## config.mk

```make
export PLATFORM = sky130hd
export DESIGN_NAME = dual_issue_sequencer_flat
export DESIGN_NICKNAME = d
export VERILOG_FILES = /design/src/rtl/dual_issue_sequencer_if.sv /design/src/rtl/dual_issue_sequencer.sv /design/src/flat_wrapper.sv
export SDC_FILE = /design/constraint.sdc
export NUM_CORES = 1
export LEC_CHECK = 0
export CORE_MARGIN = 4
export CORE_UTILIZATION = 42
export DETAILED_ROUTE_END_ITERATION = 8
export PLACE_DENSITY_LB_ADDON = 0.08
export REMOVE_ABC_BUFFERS = 1
export SYNTH_ARGS = -nofsm -noshare
export SYNTH_HDL_FRONTEND = slang
export SYNTH_SLANG_ARGS = --single-unit
```

## constraint.sdc

```tcl
create_clock -name clk -period 1.8 [get_ports clk]
set_input_delay 0.18 -clock clk [delete_from_list [all_inputs] [get_ports clk]]
set_output_delay 0.18 -clock clk [all_outputs]
set_load 0.005 [all_outputs]
```

## src/rtl/dual_issue_sequencer_if.sv

```systemverilog
// Issue-control bundle between the decode/scheduler side (master) and the dual-issue sequencer (slave).
// The perf counter outputs exist only when ISSUE_PERF_CNT_EN is defined.
interface dual_issue_sequencer_if #(
  parameter int CNT_WIDTH = 32
);
  // Valid/ready note: every signal here is a same-cycle level. The sequencer
  // answers the current decode pair combinationally, and if_hold acts as the
  // not-ready back-pressure. Decode must hold its pair stable while if_hold=1.
  logic        flush_in;
  logic        valid0;
  logic        valid1;
  logic        can_dual_issue;
  logic        hazard0;
  logic        hazard1;
  logic        is_branch;
  logic        jump_enable;
  logic [31:0] jump_addr;
  logic        md_op0;
  logic        md_op1;
  logic        if_hold;
  logic        bubble0;
  logic        bubble1;
  logic        redirect_en;
  logic [31:0] redirect_addr;
  logic [1:0]  state_o;
`ifdef ISSUE_PERF_CNT_EN
  logic [CNT_WIDTH-1:0] dual_cnt;
  logic [CNT_WIDTH-1:0] single_cnt;
  logic [CNT_WIDTH-1:0] stall_cnt;

  modport master (
    output flush_in, valid0, valid1, can_dual_issue, hazard0, hazard1,
           is_branch, jump_enable, jump_addr, md_op0, md_op1,
    input  if_hold, bubble0, bubble1, redirect_en, redirect_addr, state_o,
           dual_cnt, single_cnt, stall_cnt
  );
  modport slave (
    input  flush_in, valid0, valid1, can_dual_issue, hazard0, hazard1,
           is_branch, jump_enable, jump_addr, md_op0, md_op1,
    output if_hold, bubble0, bubble1, redirect_en, redirect_addr, state_o,
           dual_cnt, single_cnt, stall_cnt
  );
`else
  modport master (
    output flush_in, valid0, valid1, can_dual_issue, hazard0, hazard1,
           is_branch, jump_enable, jump_addr, md_op0, md_op1,
    input  if_hold, bubble0, bubble1, redirect_en, redirect_addr, state_o
  );
  modport slave (
    input  flush_in, valid0, valid1, can_dual_issue, hazard0, hazard1,
           is_branch, jump_enable, jump_addr, md_op0, md_op1,
    output if_hold, bubble0, bubble1, redirect_en, redirect_addr, state_o
  );
`endif

  if (CNT_WIDTH < 1) begin : g_bad_cnt_width
    $error("CNT_WIDTH must be at least 1");
  end
endinterface

```

## src/rtl/dual_issue_sequencer.sv

```systemverilog
// Dual-issue decode-stage issue controller: split issue, load-use stalls, mult/div occupancy, deferred branch redirect.
// Optional perf counters (dual/single/stall) are enabled by defining ISSUE_PERF_CNT_EN.
module dual_issue_sequencer #(
  parameter int MD_LATENCY = 32,
  parameter int CNT_WIDTH  = 32
) (
  input logic                 clk,
  input logic                 rst,
  dual_issue_sequencer_if.slave bus
);

  typedef enum logic [1:0] {
    ST_NORMAL  = 2'd0,
    ST_SPLIT   = 2'd1,
    ST_MD_WAIT = 2'd2
  } state_t;

  localparam logic [7:0] MD_LOAD = 8'(MD_LATENCY - 1);

  state_t      r_state;
  logic [7:0]  r_md_cnt;
  logic        r_pend_redirect;
  logic [31:0] r_pend_addr;
  logic        r_md_defer;

  logic        w_hz0;
  logic        w_split;
  logic        w_md_pair;
  logic        w_if_hold;
  logic        w_bubble0;
  logic        w_bubble1;
  logic        w_redirect_en;
  logic [31:0] w_redirect_addr;

  assign w_hz0     = bus.valid0 && bus.hazard0;
  assign w_split   = bus.valid1 && (!bus.can_dual_issue || bus.hazard1);
  assign w_md_pair = (bus.valid0 && bus.md_op0) || (bus.valid1 && bus.md_op1);

  always_comb begin
    w_if_hold       = 1'b0;
    w_bubble0       = 1'b0;
    w_bubble1       = 1'b0;
    w_redirect_en   = 1'b0;
    w_redirect_addr = bus.jump_addr;
    if (bus.flush_in) begin
      w_bubble0 = 1'b1;
      w_bubble1 = 1'b1;
    end else begin
      case (r_state)
        ST_NORMAL: begin
          if (w_hz0) begin
            w_if_hold = 1'b1;
            w_bubble0 = 1'b1;
            w_bubble1 = 1'b1;
          end else if (w_split) begin
            w_if_hold = 1'b1;
            w_bubble0 = !bus.valid0;
            w_bubble1 = 1'b1;
          end else begin
            w_bubble0     = !bus.valid0;
            w_bubble1     = !bus.valid1;
            w_redirect_en = bus.valid0 && bus.is_branch && bus.jump_enable;
          end
        end
        ST_SPLIT: begin
          // The delay slot is issuing now, so the branch held back from slot0 fires here.
          w_bubble0       = 1'b1;
          w_redirect_addr = r_pend_addr;
          if (bus.hazard1) begin
            w_if_hold = 1'b1;
            w_bubble1 = 1'b1;
          end else begin
            w_redirect_en = r_pend_redirect;
          end
        end
        ST_MD_WAIT: begin
          w_if_hold = 1'b1;
          w_bubble0 = 1'b1;
          w_bubble1 = 1'b1;
        end
        default: begin
          w_if_hold = 1'b1;
          w_bubble0 = 1'b1;
          w_bubble1 = 1'b1;
        end
      endcase
    end
  end

  always_ff @(posedge clk or negedge rst) begin
    if (!rst) begin
      r_state         <= ST_NORMAL;
      r_md_cnt        <= 8'd0;
      r_pend_redirect <= 1'b0;
      r_pend_addr     <= 32'd0;
      r_md_defer      <= 1'b0;
    end else if (bus.flush_in) begin
      r_state         <= ST_NORMAL;
      r_md_cnt        <= 8'd0;
      r_pend_redirect <= 1'b0;
      r_md_defer      <= 1'b0;
    end else begin
      case (r_state)
        ST_NORMAL: begin
          if (w_hz0) begin
            r_state <= ST_NORMAL;
          end else if (w_split) begin
            r_state    <= ST_SPLIT;
            r_md_defer <= bus.valid0 && bus.md_op0;
            if (bus.valid0 && bus.is_branch) begin
              r_pend_redirect <= bus.jump_enable;
              r_pend_addr     <= bus.jump_addr;
            end
          end else if (w_md_pair) begin
            r_state  <= ST_MD_WAIT;
            r_md_cnt <= MD_LOAD;
          end
        end
        ST_SPLIT: begin
          if (!bus.hazard1) begin
            r_pend_redirect <= 1'b0;
            r_md_defer      <= 1'b0;
            // A mult/div in slot0 starts its occupancy only once slot1 has left ID.
            if ((bus.valid1 && bus.md_op1) || r_md_defer) begin
              r_state  <= ST_MD_WAIT;
              r_md_cnt <= MD_LOAD;
            end else begin
              r_state <= ST_NORMAL;
            end
          end
        end
        ST_MD_WAIT: begin
          if (r_md_cnt <= 8'd1) begin
            r_state  <= ST_NORMAL;
            r_md_cnt <= 8'd0;
          end else begin
            r_md_cnt <= r_md_cnt - 8'd1;
          end
        end
        default: begin
          r_state <= ST_NORMAL;
        end
      endcase
    end
  end

  assign bus.if_hold       = w_if_hold;
  assign bus.bubble0       = w_bubble0;
  assign bus.bubble1       = w_bubble1;
  assign bus.redirect_en   = w_redirect_en;
  assign bus.redirect_addr = w_redirect_addr;
  assign bus.state_o       = r_state;

`ifdef ISSUE_PERF_CNT_EN
  logic                 w_issue0;
  logic                 w_issue1;
  logic [CNT_WIDTH-1:0] r_dual_cnt;
  logic [CNT_WIDTH-1:0] r_single_cnt;
  logic [CNT_WIDTH-1:0] r_stall_cnt;

  assign w_issue0 = bus.valid0 && !w_bubble0;
  assign w_issue1 = bus.valid1 && !w_bubble1;

  // Counters survive flush_in on purpose; only reset clears them.
  always_ff @(posedge clk or negedge rst) begin
    if (!rst) begin
      r_dual_cnt   <= '0;
      r_single_cnt <= '0;
      r_stall_cnt  <= '0;
    end else begin
      if (w_issue0 && w_issue1) r_dual_cnt   <= r_dual_cnt + 1'b1;
      if (w_issue0 ^ w_issue1)  r_single_cnt <= r_single_cnt + 1'b1;
      if (w_if_hold)            r_stall_cnt  <= r_stall_cnt + 1'b1;
    end
  end

  assign bus.dual_cnt   = r_dual_cnt;
  assign bus.single_cnt = r_single_cnt;
  assign bus.stall_cnt  = r_stall_cnt;
`endif

  if (MD_LATENCY < 2 || MD_LATENCY > 255) begin : g_bad_md_latency
    $error("MD_LATENCY must be in 2..255");
  end
  if (CNT_WIDTH < 1) begin : g_bad_cnt_width
    $error("CNT_WIDTH must be at least 1");
  end

endmodule

```

## src/flat_wrapper.sv

```systemverilog
// flat-port wrapper written by rule: the top's interface ports become plain ports
module dual_issue_sequencer_flat 
#(
  parameter int MD_LATENCY = 32,
  parameter int CNT_WIDTH  = 32
)
  (clk, rst, bus_flush_in, bus_valid0, bus_valid1, bus_can_dual_issue, bus_hazard0, bus_hazard1, bus_is_branch, bus_jump_enable, bus_jump_addr, bus_md_op0, bus_md_op1, bus_if_hold, bus_bubble0, bus_bubble1, bus_redirect_en, bus_redirect_addr, bus_state_o);
  dual_issue_sequencer_if #(.CNT_WIDTH(CNT_WIDTH)) bus_i ();
  input logic clk;
  input logic rst;
  input wire logic [$bits(bus_i.flush_in)-1:0] bus_flush_in;
  input wire logic [$bits(bus_i.valid0)-1:0] bus_valid0;
  input wire logic [$bits(bus_i.valid1)-1:0] bus_valid1;
  input wire logic [$bits(bus_i.can_dual_issue)-1:0] bus_can_dual_issue;
  input wire logic [$bits(bus_i.hazard0)-1:0] bus_hazard0;
  input wire logic [$bits(bus_i.hazard1)-1:0] bus_hazard1;
  input wire logic [$bits(bus_i.is_branch)-1:0] bus_is_branch;
  input wire logic [$bits(bus_i.jump_enable)-1:0] bus_jump_enable;
  input wire logic [$bits(bus_i.jump_addr)-1:0] bus_jump_addr;
  input wire logic [$bits(bus_i.md_op0)-1:0] bus_md_op0;
  input wire logic [$bits(bus_i.md_op1)-1:0] bus_md_op1;
  output wire logic [$bits(bus_i.if_hold)-1:0] bus_if_hold;
  output wire logic [$bits(bus_i.bubble0)-1:0] bus_bubble0;
  output wire logic [$bits(bus_i.bubble1)-1:0] bus_bubble1;
  output wire logic [$bits(bus_i.redirect_en)-1:0] bus_redirect_en;
  output wire logic [$bits(bus_i.redirect_addr)-1:0] bus_redirect_addr;
  output wire logic [$bits(bus_i.state_o)-1:0] bus_state_o;
  assign bus_i.flush_in = bus_flush_in;
  assign bus_i.valid0 = bus_valid0;
  assign bus_i.valid1 = bus_valid1;
  assign bus_i.can_dual_issue = bus_can_dual_issue;
  assign bus_i.hazard0 = bus_hazard0;
  assign bus_i.hazard1 = bus_hazard1;
  assign bus_i.is_branch = bus_is_branch;
  assign bus_i.jump_enable = bus_jump_enable;
  assign bus_i.jump_addr = bus_jump_addr;
  assign bus_i.md_op0 = bus_md_op0;
  assign bus_i.md_op1 = bus_md_op1;
  assign bus_if_hold = bus_i.if_hold;
  assign bus_bubble0 = bus_i.bubble0;
  assign bus_bubble1 = bus_i.bubble1;
  assign bus_redirect_en = bus_i.redirect_en;
  assign bus_redirect_addr = bus_i.redirect_addr;
  assign bus_state_o = bus_i.state_o;
  dual_issue_sequencer #(.MD_LATENCY(MD_LATENCY), .CNT_WIDTH(CNT_WIDTH)) u_core (.clk(clk), .rst(rst), .bus(bus_i));
endmodule
```

# Yosys cells after proc, flatten, opt, wreduce, memory -nomap -nowiden

Index checks and enable logic that the tools add are counted.

Flip-flop bits (word level): 44
Word-level logic and storage cells: 85
Input port bits: 44
Output and inout bits: 38

Eq/ne operators: 11
Bitwise operators: 2
Add/subtract/negate cells: 1
Mux-type cells: 45
Reductions and logical operators: 20
$lt $le $gt $ge: 1

Operators by type and width:

| kind                | count |
|---|---|
| $mux 32             | 2 |
| $mux 8              | 7 |
| $pmux 8 s3          | 1 |
| $mux 1              | 22 |
| $ne 3x2->1 const B  | 5 |
| $mux 2              | 7 |
| $pmux 1 s2          | 5 |
| $reduce_and 5->1    | 2 |
| $ne 3x3->1 const B  | 3 |
| $le 8x1->1 const B  | 1 |
| $sub 8x1->8 const B | 1 |
| $logic_and 1x1->1   | 6 |
| $pmux 2 s3          | 1 |
| $reduce_and 6->1    | 1 |
| $ne 5x2->1 const B  | 1 |
| $reduce_and 4->1    | 1 |
| $reduce_bool 4->1   | 1 |
| $logic_not 1->1     | 3 |
| $logic_or 1x1->1    | 3 |
| $reduce_and 3->1    | 1 |
| $reduce_bool 3->1   | 1 |
| $eq 2x1->1 const B  | 1 |
| $eq 2x2->1 const B  | 1 |
| $logic_not 2->1     | 1 |
| $not 1->1           | 2 |

# Longest topological paths before layout

Gate-level depths: netlist of run 1.

Depth in word-level cells: 7
Gate-level depth with buffers: 9
Mapped depth without buffers: 7

# Worst setup path before layout of run 1

OpenSTA, ideal clock, no wires.

Path kind: reg2reg
Start: register u_core.r_state[0] (netlist: u_core.bus.state_o[0])
End: register u_core.r_pend_addr[18]
Buffers on the path: 3
Stages on the path, launching flop included: 10
Path slack: -0.120 ns
Arrival time: 1.795 ns
Library setup time: 0.125 ns
Required time: 1.675 ns
Period minus slack after synthesis: 1.920 ns
Path through: dfrtp_1 -> inv_1 -> ha_1 -> buf_2 -> nand2_1 -> nor2_1 -> and2_1 -> clkbuf_1 -> buf_4 -> mux2_2

Word-level cells in the longest chain between the ends: 2

RTL lines:

| what                       | RTL line                    | text |
|---|---|---|
| from (decl)                | dual_issue_sequencer.sv:20  | `state_t r_state;` |
| from (signal assigned)     | dual_issue_sequencer.sv:92  | `r_state <= ST_NORMAL;` |
| from (signal assigned)     | dual_issue_sequencer.sv:98  | `r_state <= ST_NORMAL;` |
| from (signal assigned)     | dual_issue_sequencer.sv:106 | `r_state <= ST_NORMAL;` |
| $logic_not 2->1            | dual_issue_sequencer.sv:103 | `case (r_state)` |
| $reduce_and 5->1 (no line) | --                          |  |
| to (signal assigned)       | dual_issue_sequencer.sv:112 | `r_pend_addr <= bus.jump_addr;` |
| to (decl)                  | dual_issue_sequencer.sv:23  | `logic [31:0] r_pend_addr;` |

No other way between the ends.
A chain may end at the register's enable or synchronous reset.

# Worst setup path after layout of run 1

Start: register u_core.r_state[0] (netlist: u_core.bus.state_o[0])
End: register u_core.r_md_cnt[2]

Word-level cells in the longest chain between the ends: 3
Elaborated cells between the ends (all ways): 12
Those cells by class: eq/ne (7); mux (2); reduce/logical (3)

RTL lines:

| what                                                 | RTL line                    | text |
|---|---|---|
| $eq 2x1->1 (tied with other cells)                   | dual_issue_sequencer.sv:103 |  |
| $ne 3x2->1 (no line) (tied with other cells)         | --                          |  |
| $reduce_and 6->1 (no line) or $mux 8 (tied branches) | --                          |  |
| to (signal assigned)                                 | dual_issue_sequencer.sv:137 | `r_md_cnt <= r_md_cnt - 8'd1;` |
| to (decl)                                            | dual_issue_sequencer.sv:21  | `logic [7:0] r_md_cnt;` |

Several ways; a longest one is shown, not always the timed one.

==> impl_metrics.env, run 1 <==
export IMPL_port_buffers=81
export IMPL_hold_violations=0
export IMPL_cts_tree="yes"
export IMPL_dpl_hpwl_um=4500
export IMPL_end_kind="flop"
export IMPL_slew_violations=0
export IMPL_skew_ps=8.30
export IMPL_reg2regPathDepth=10
export IMPL_yosysSeqAreaShare_pct=44.0
export IMPL_maxCapViolations=0
export IMPL_grt_first_pass_wirelength_um=12300
export IMPL_synth_distinct_cells=35
export IMPL_dr_pass1_iters=4
export IMPL_critPathMaxFanout=6
export IMPL_io_pins=82
export IMPL_syn_area_mm2=0.00250
export IMPL_viasPerCell=5.31
export IMPL_drtIter0Drc=109
export IMPL_reg2reg_to="u_core.r_md_cnt[2]"
export IMPL_die_w_um=85.2
export IMPL_synth_main_ff_cell="dfrtp_1"
export IMPL_grt_max_degree=20
export IMPL_rows=27
export IMPL_die_y_um=85.2
export IMPL_avgSynthCellArea_um2=11.2
export IMPL_cts_root_buf="clkbuf_8"
export IMPL_fin_crit_ps=2160
export IMPL_coreArea_mm2=0.00564
export IMPL_start_kind="flop"
export IMPL_routed_wl_um=8100
export IMPL_async_flop_share_pct=100
export IMPL_ys_warn_count=0
export IMPL_cp_startpoint="u_core.bus.state_o[0]"
export IMPL_numCtsBuffers=5
export IMPL_finalWorstSetupSlack_ps=-365
export IMPL_required_ps=1980
export IMPL_clockBufferDepth=2
export IMPL_rsz0062_at_grt="true"
export IMPL_yosys_area_top_type_share_pct=44.0
export IMPL_cts_sink_count=44
export IMPL_ir_drop_v=0.000564
export IMPL_clk_pin_slew_ps=90
export IMPL_synth_edf_count=0
export IMPL_holdCritPathClass="in -> async"
export IMPL_failed_checks="setup timing"
export IMPL_final_nets=415
export IMPL_antenna_found_initial=0
export IMPL_power_per_cell_area_mw_per_mm2=911
export IMPL_p_leak_nw=1.97
export IMPL_dieArea_mm2=0.00726
export IMPL_netlist_instances=223
export IMPL_status="finished, violations left"
export IMPL_syn_to_final_growth_pct=75.3
export IMPL_layout_drive_gt1_share_pct=54.8
export IMPL_n_fill_cell=342
export IMPL_post_drt_wl_per_cell_um=18.4
export IMPL_max_freq_mhz=462
export IMPL_grt_overflow_total=0
export IMPL_ant_nets=0
export IMPL_p_total_mw=4.00
export IMPL_n_antenna_cell=0
export IMPL_grt_pass1_vias=2450
export IMPL_fin_crit_sh_pct=120
export IMPL_clk_latency_ps=300
export IMPL_arrival_ps=2350
export IMPL_relSlewSlack_pct=68.0
export IMPL_rr_startpoint="u_core.bus.state_o[0]"
export IMPL_htreeDepth=2
export IMPL_vias=2330
export IMPL_yosys_area_top_type="dfrtp_1"
export IMPL_rrSetupSlack_ps=-360
export IMPL_synth_area_leaders="dfrtp_1, mux2_2, ha_1"
export IMPL_initial_core_util_pct=44.4
export IMPL_ys_seq_elements=44
export IMPL_fin_hold_ws_ps=360
export IMPL_drcViolationCount=0
export IMPL_critPathKind="reg -> reg"
export IMPL_finalSetupViolations=78
export IMPL_gr_usage_all_layers_pct=21.3
export IMPL_max_slew_worst_pin_slew_ps=480
export IMPL_routabilityCongestion=0.819
synthesized netlist by cell type (2+ instances only):
| master | number |
|---|---|
| dfrtp_1 | 44 |
| nand2_1 | 15 |
| a21oi_1 | 6 |
| inv_1 | 10 |
| o21ai_0 | 12 |
| nor2_1 | 14 |
| buf_2 | 5 |
| a31oi_1 | 2 |
| mux2_2 | 63 |
| nand4_1 | 4 |
| o31ai_1 | 4 |
| clkbuf_1 | 3 |
| nand3_1 | 5 |
| nor3_1 | 5 |
| buf_4 | 3 |
| ha_1 | 5 |
| mux2_1 | 3 |
| and2_1 | 2 |
| or3_4 | 2 |
placed cells by master (no fill, tap or decap), types with 4 or more instances in the layout:
cell             instances
nor2_1                  13
buf_12                   7
clkdlybuf4s50_1         44
buf_2                    8
clkbuf_8                 6
mux2_4                  32
o21ai_2                  5
buf_6                   45
mux2_2                  33
dfrtp_1                 44
nand2_1                 14
nand3_1                  5
inv_1                    7
a21oi_1                  4
buf_4                   39
nand4_1                  4
nor3_1                   5
power by group:
part	internal (mW)	switching (mW)	leakage, nW	total (mW)
Sequential	1.32	0.206	0.551	1.52
Clock	0.313	0.353	0.0445	0.665
Combinational	1.06	0.752	1.37	1.81
how the worst max path moves through the flow:
stage	to
after detailed placement	bus_redirect_addr[23]
after global routing	u_core.r_md_cnt[2]
final	u_core.r_md_cnt[2]
after CTS	u_core.r_md_cnt[5]
after global placement	bus_redirect_addr[17]
after floorplan	u_core.r_md_cnt[6]
cell families after synthesis:
logic type / share of synthesized area, %
flip-flops: 44.0
adder cells (fa/ha/maj): 2.50
AO/OA/AOI/OAI: 9.49
buffers and inverters: 3.85
multiplexers: 30.1
AND/OR/NAND/NOR: 10.1
worst max-delay path: stages (launching register included):
cell,delay (ps)
dfrtp_1,440
ha_4,180
nor2b_4,130
buf_12,140
buf_12,120
buf_6,120
buf_6,110
a22oi_2,110
o211ai_1,160
buf_2,210
o31ai_1,330
area by class of cell:
cell class                      count  area (µm²)  share of cell area, %
Sequential cell                    44        1100                   25.1
Tap cell                           72        90.1                   2.05
Clock buffer                        7        86.3                   1.97
Inverter                           10        42.5                  0.969
Clock inverter                      1        7.51                  0.171
Timing Repair Buffer              147        1510                   34.3
Multi-Input combinational cell    158        1560                   35.4
timing repair:
| action | CTS | global route |
|---|---|---|
| hold endpoints to repair | 17 | 0 |
| resized for setup | 233 | 33 |
| cloned | 4 | 2 |
| hold buffers | 1 | 0 |
| setup buffers | 17 | 7 |
| pin swaps | 10 | 10 |
| endpoints found under the setup margin | 77 | 79 |
per-layer routing:
metal / global-route usage [%] / wire length (µm) / up-vias
li1: - / - / 1090
met1: 26.5 / 3400 / 1160
met2: 35.2 / 4090 / 70
met3: 6.80 / 474 / 10
met4: 6.47 / 133 / 0
met5: 0 / 0 / -
metrics by stage:
step | TNS, ps | utilization [%] | cell area, µm² | std cells | worst slack, ps
4_1_cts | -9590 | 74.5 | 4210 | 433 | -277
3_5_place_dp | -18650 | 65.0 | 3670 | 403 | -343
6_report | -11590 | 77.8 | 4390 | 439 | -365
3_3_place_gp | -18060 | 65.0 | 3670 | 403 | -355
2_1_floorplan | -66080 | - | 2450 | 212 | -1440
5_1_grt | -16210 | 77.8 | 4390 | 439 | -480
sequential cells by signal, summed over array words and instances, names as in the netlist:
| signal | count |
|---|---|
| u_core.bus.state_o | 2 |
| u_core.r_md_cnt | 8 |
| u_core.r_md_defer | 1 |
| u_core.r_pend_addr | 32 |
| u_core.r_pend_redirect | 1 |
Note: power is estimated with default switching activity, not from simulation.
==> run 2: changes to the inputs <==
MAX_ROUTING_LAYER = met4   (was not set)
REMOVE_ABC_BUFFERS = not set   (was 1)
==> run 2 against run 1 <==
Compared with the run above: the flow still finishes with violations (setup timing); die area stayed put; sequential share of layout area is 0.76 points lower; routed wire length is 6.6% higher; final area is 3.1% higher; count of clock-buffer cells in the layout is 1 lower; worst setup slack better by 36 ps; worst hold slack better by 130 ps; critical path type unchanged; critical endpoint is now u_core.r_md_cnt[7]; highest routed layer unchanged.
==> impl_metrics.env, run 2 (synthesized netlist as in run 1, its figures left out) <==
export IMPL_coreArea_mm2=0.00564
export IMPL_finalSetupViolations=77
export IMPL_postPlaceCellArea_mm2=0.00364
export IMPL_cts_root_buf="clkbuf_8"
export IMPL_viasPerCell=5.35
export IMPL_rsz0062_at_grt="true"
export IMPL_layout_common_cells="mux2_4, buf_4, buf_6"
export IMPL_vias=2390
export IMPL_post_drt_wl_per_cell_um=19.3
export IMPL_skew_ps=7.86
export IMPL_cts_sink_count=44
export IMPL_hold_violations=0
export IMPL_die_y_um=85.2
export IMPL_failed_checks="setup timing"
export IMPL_required_ps=2000
export IMPL_relSlewSlack_pct=61.5
export IMPL_grt_max_degree=45
export IMPL_regMostFlops="u_core.r_pend_addr"
export IMPL_largest_reg_flops=32
export IMPL_maxCapViolations=0
export IMPL_n_antenna_cell=0
export IMPL_die_w_um=85.2
export IMPL_end_kind="flop"
export IMPL_power_per_cell_area_mw_per_mm2=952
export IMPL_layout_drive_gt1_share_pct=56.3
export IMPL_fin_cells=447
export IMPL_place_inst=401
export IMPL_rows=27
export IMPL_clockBufferDepth=2
export IMPL_dr_pass1_iters=4
export IMPL_fin_crit_sh_pct=118
export IMPL_dieArea_mm2=0.00726
export IMPL_critPathKind="reg -> reg"
export IMPL_max_slew_worst_pin_slew_ps=577
export IMPL_port_buffers=81
export IMPL_drcViolationCount=0
export IMPL_final_common_cell="mux2_4"
export IMPL_htreeDepth=2
export IMPL_slew_violations=0
export IMPL_synth_nets=272
export IMPL_fin_crit_ps=2130
export IMPL_antenna_found_initial=0
export IMPL_ant_nets=0
export IMPL_place_ws_ps=-278
export IMPL_ir_drop_v=0.000646
export IMPL_fin_area_mm2=0.00453
export IMPL_io_pins=82
export IMPL_numCtsBuffers=5
export IMPL_n_fill_cell=343
export IMPL_grt_pass1_vias=2433
export IMPL_clk_pin_slew_ps=90
export IMPL_dpl_hpwl_um=4470
export IMPL_grt_overflow_total=0
export IMPL_grt_first_pass_wirelength_um=12800
export IMPL_routed_wl_um=8630
export IMPL_start_kind="flop"
export IMPL_status="finished, violations left"
export IMPL_routabilityCongestion=0.916
export IMPL_critPathMaxFanout=7
export IMPL_clk_latency_ps=300
export IMPL_arrival_ps=2330
export IMPL_drtIter0Drc=76
export IMPL_gr_usage_all_layers_pct=22.9
export IMPL_syn_to_final_growth_pct=80.8
export IMPL_p_leak_nw=2.07
export IMPL_cts_tree="yes"
export IMPL_finalWorstSetupSlack_ps=-329
export IMPL_final_nets=423
export IMPL_max_freq_mhz=470
export IMPL_holdCritPathClass="in -> async"
export IMPL_initial_core_util_pct=44.4
-- run 2: cell count changes in the layout (fill, tap and decap cells not counted), sizes merged --
cell	previous run	this run
buf	100	105
clkbuf	9	12
bufinv	0	1
clkdlybuf4s50	44	43
clkinv	0	1
clkinvlp	1	0
-- run 2: path summary, 6_finish.rpt --
| check | start | to | slack (ps) | cells after the start |
|---|---|---|---|---|
| worst max-delay path | u_core.bus.state_o[0] | u_core.r_md_cnt[7] | -330 | 10 |
| worst min-delay path | rst | u_core.r_pend_addr[16] | 490 | 3 |
| worst max register to register | u_core.bus.state_o[0] | u_core.r_md_cnt[7] | -330 | 10 |
| worst min register to register | u_core.r_pend_addr[13] | u_core.r_pend_addr[13] | 520 | 1 |
| max in group asynchronous | rst | u_core.r_pend_addr[15] | 900 | 3 |
| min in group clk | u_core.r_pend_addr[13] | u_core.r_pend_addr[13] | 520 | 1 |
-- run 2: worst max-delay path: stages, from the launching register on --
cell and delay, ps:
dfrtp_1 420, ha_4 180, nor2b_4 150, clkbuf_16 150, buf_12 130, buf_6 120
buf_6 110, a22oi_2 140, o211ai_1 160, or2_1 280, o31ai_2 200
-- run 2: where the power goes --
group          leakage, nW  total (mW)  switching, mW  internal (mW)
Sequential           0.551        1.54          0.223           1.32
Combinational         1.46        2.01          0.801           1.21
Clock               0.0552       0.758          0.345          0.413
-- run 2: final cells by class --
class | count | area, µm² | area share (%)
repair buffers | 155 | 1530 | 33.7
clock buffers | 6 | 72.6 | 1.60
multi-input cells | 158 | 1660 | 36.6
flip-flops and latches | 44 | 1100 | 24.3
inverters | 10 | 42.5 | 0.939
clock inverters | 2 | 35.0 | 0.774
well taps | 72 | 90.1 | 1.99
-- run 2: metal layers --
| metal | GRT usage (%) | vias to the layer above | part of all wire [%] |
|---|---|---|---|
| met5 | - | - | 0 |
| met3 | 4.47 | 20 | 5.6 |
| li1 | - | 1107 | - |
| met2 | 37.6 | 96 | 50 |
| met4 | 5.61 | 0 | 1.9 |
| met1 | 29.1 | 1167 | 42 |
-- run 2: repair_timing --
action | 4_1_cts | 5_1_grt
hold endpoints to repair | 44 | 0
resized for setup | 225 | 85
hold buffers | 1 | 0
buffers inserted | 31 | 8
gates cloned | 7 | 0
pin swaps | 14 | 10
setup endpoints to repair | 77 | 78
-- run 2: per-stage QoR --
step                hold WS [ps]  utilization, %  power, mW  setup TNS, ps
floorplan                   -116               -       2.24              0
global placement             293            64.6       2.86         -15810
detailed placement           292            64.6       2.90         -14910
CTS                          513            77.9       3.98         -14890
global route                 530            80.3       4.54         -24150
finish                       493            80.3       4.31         -18050
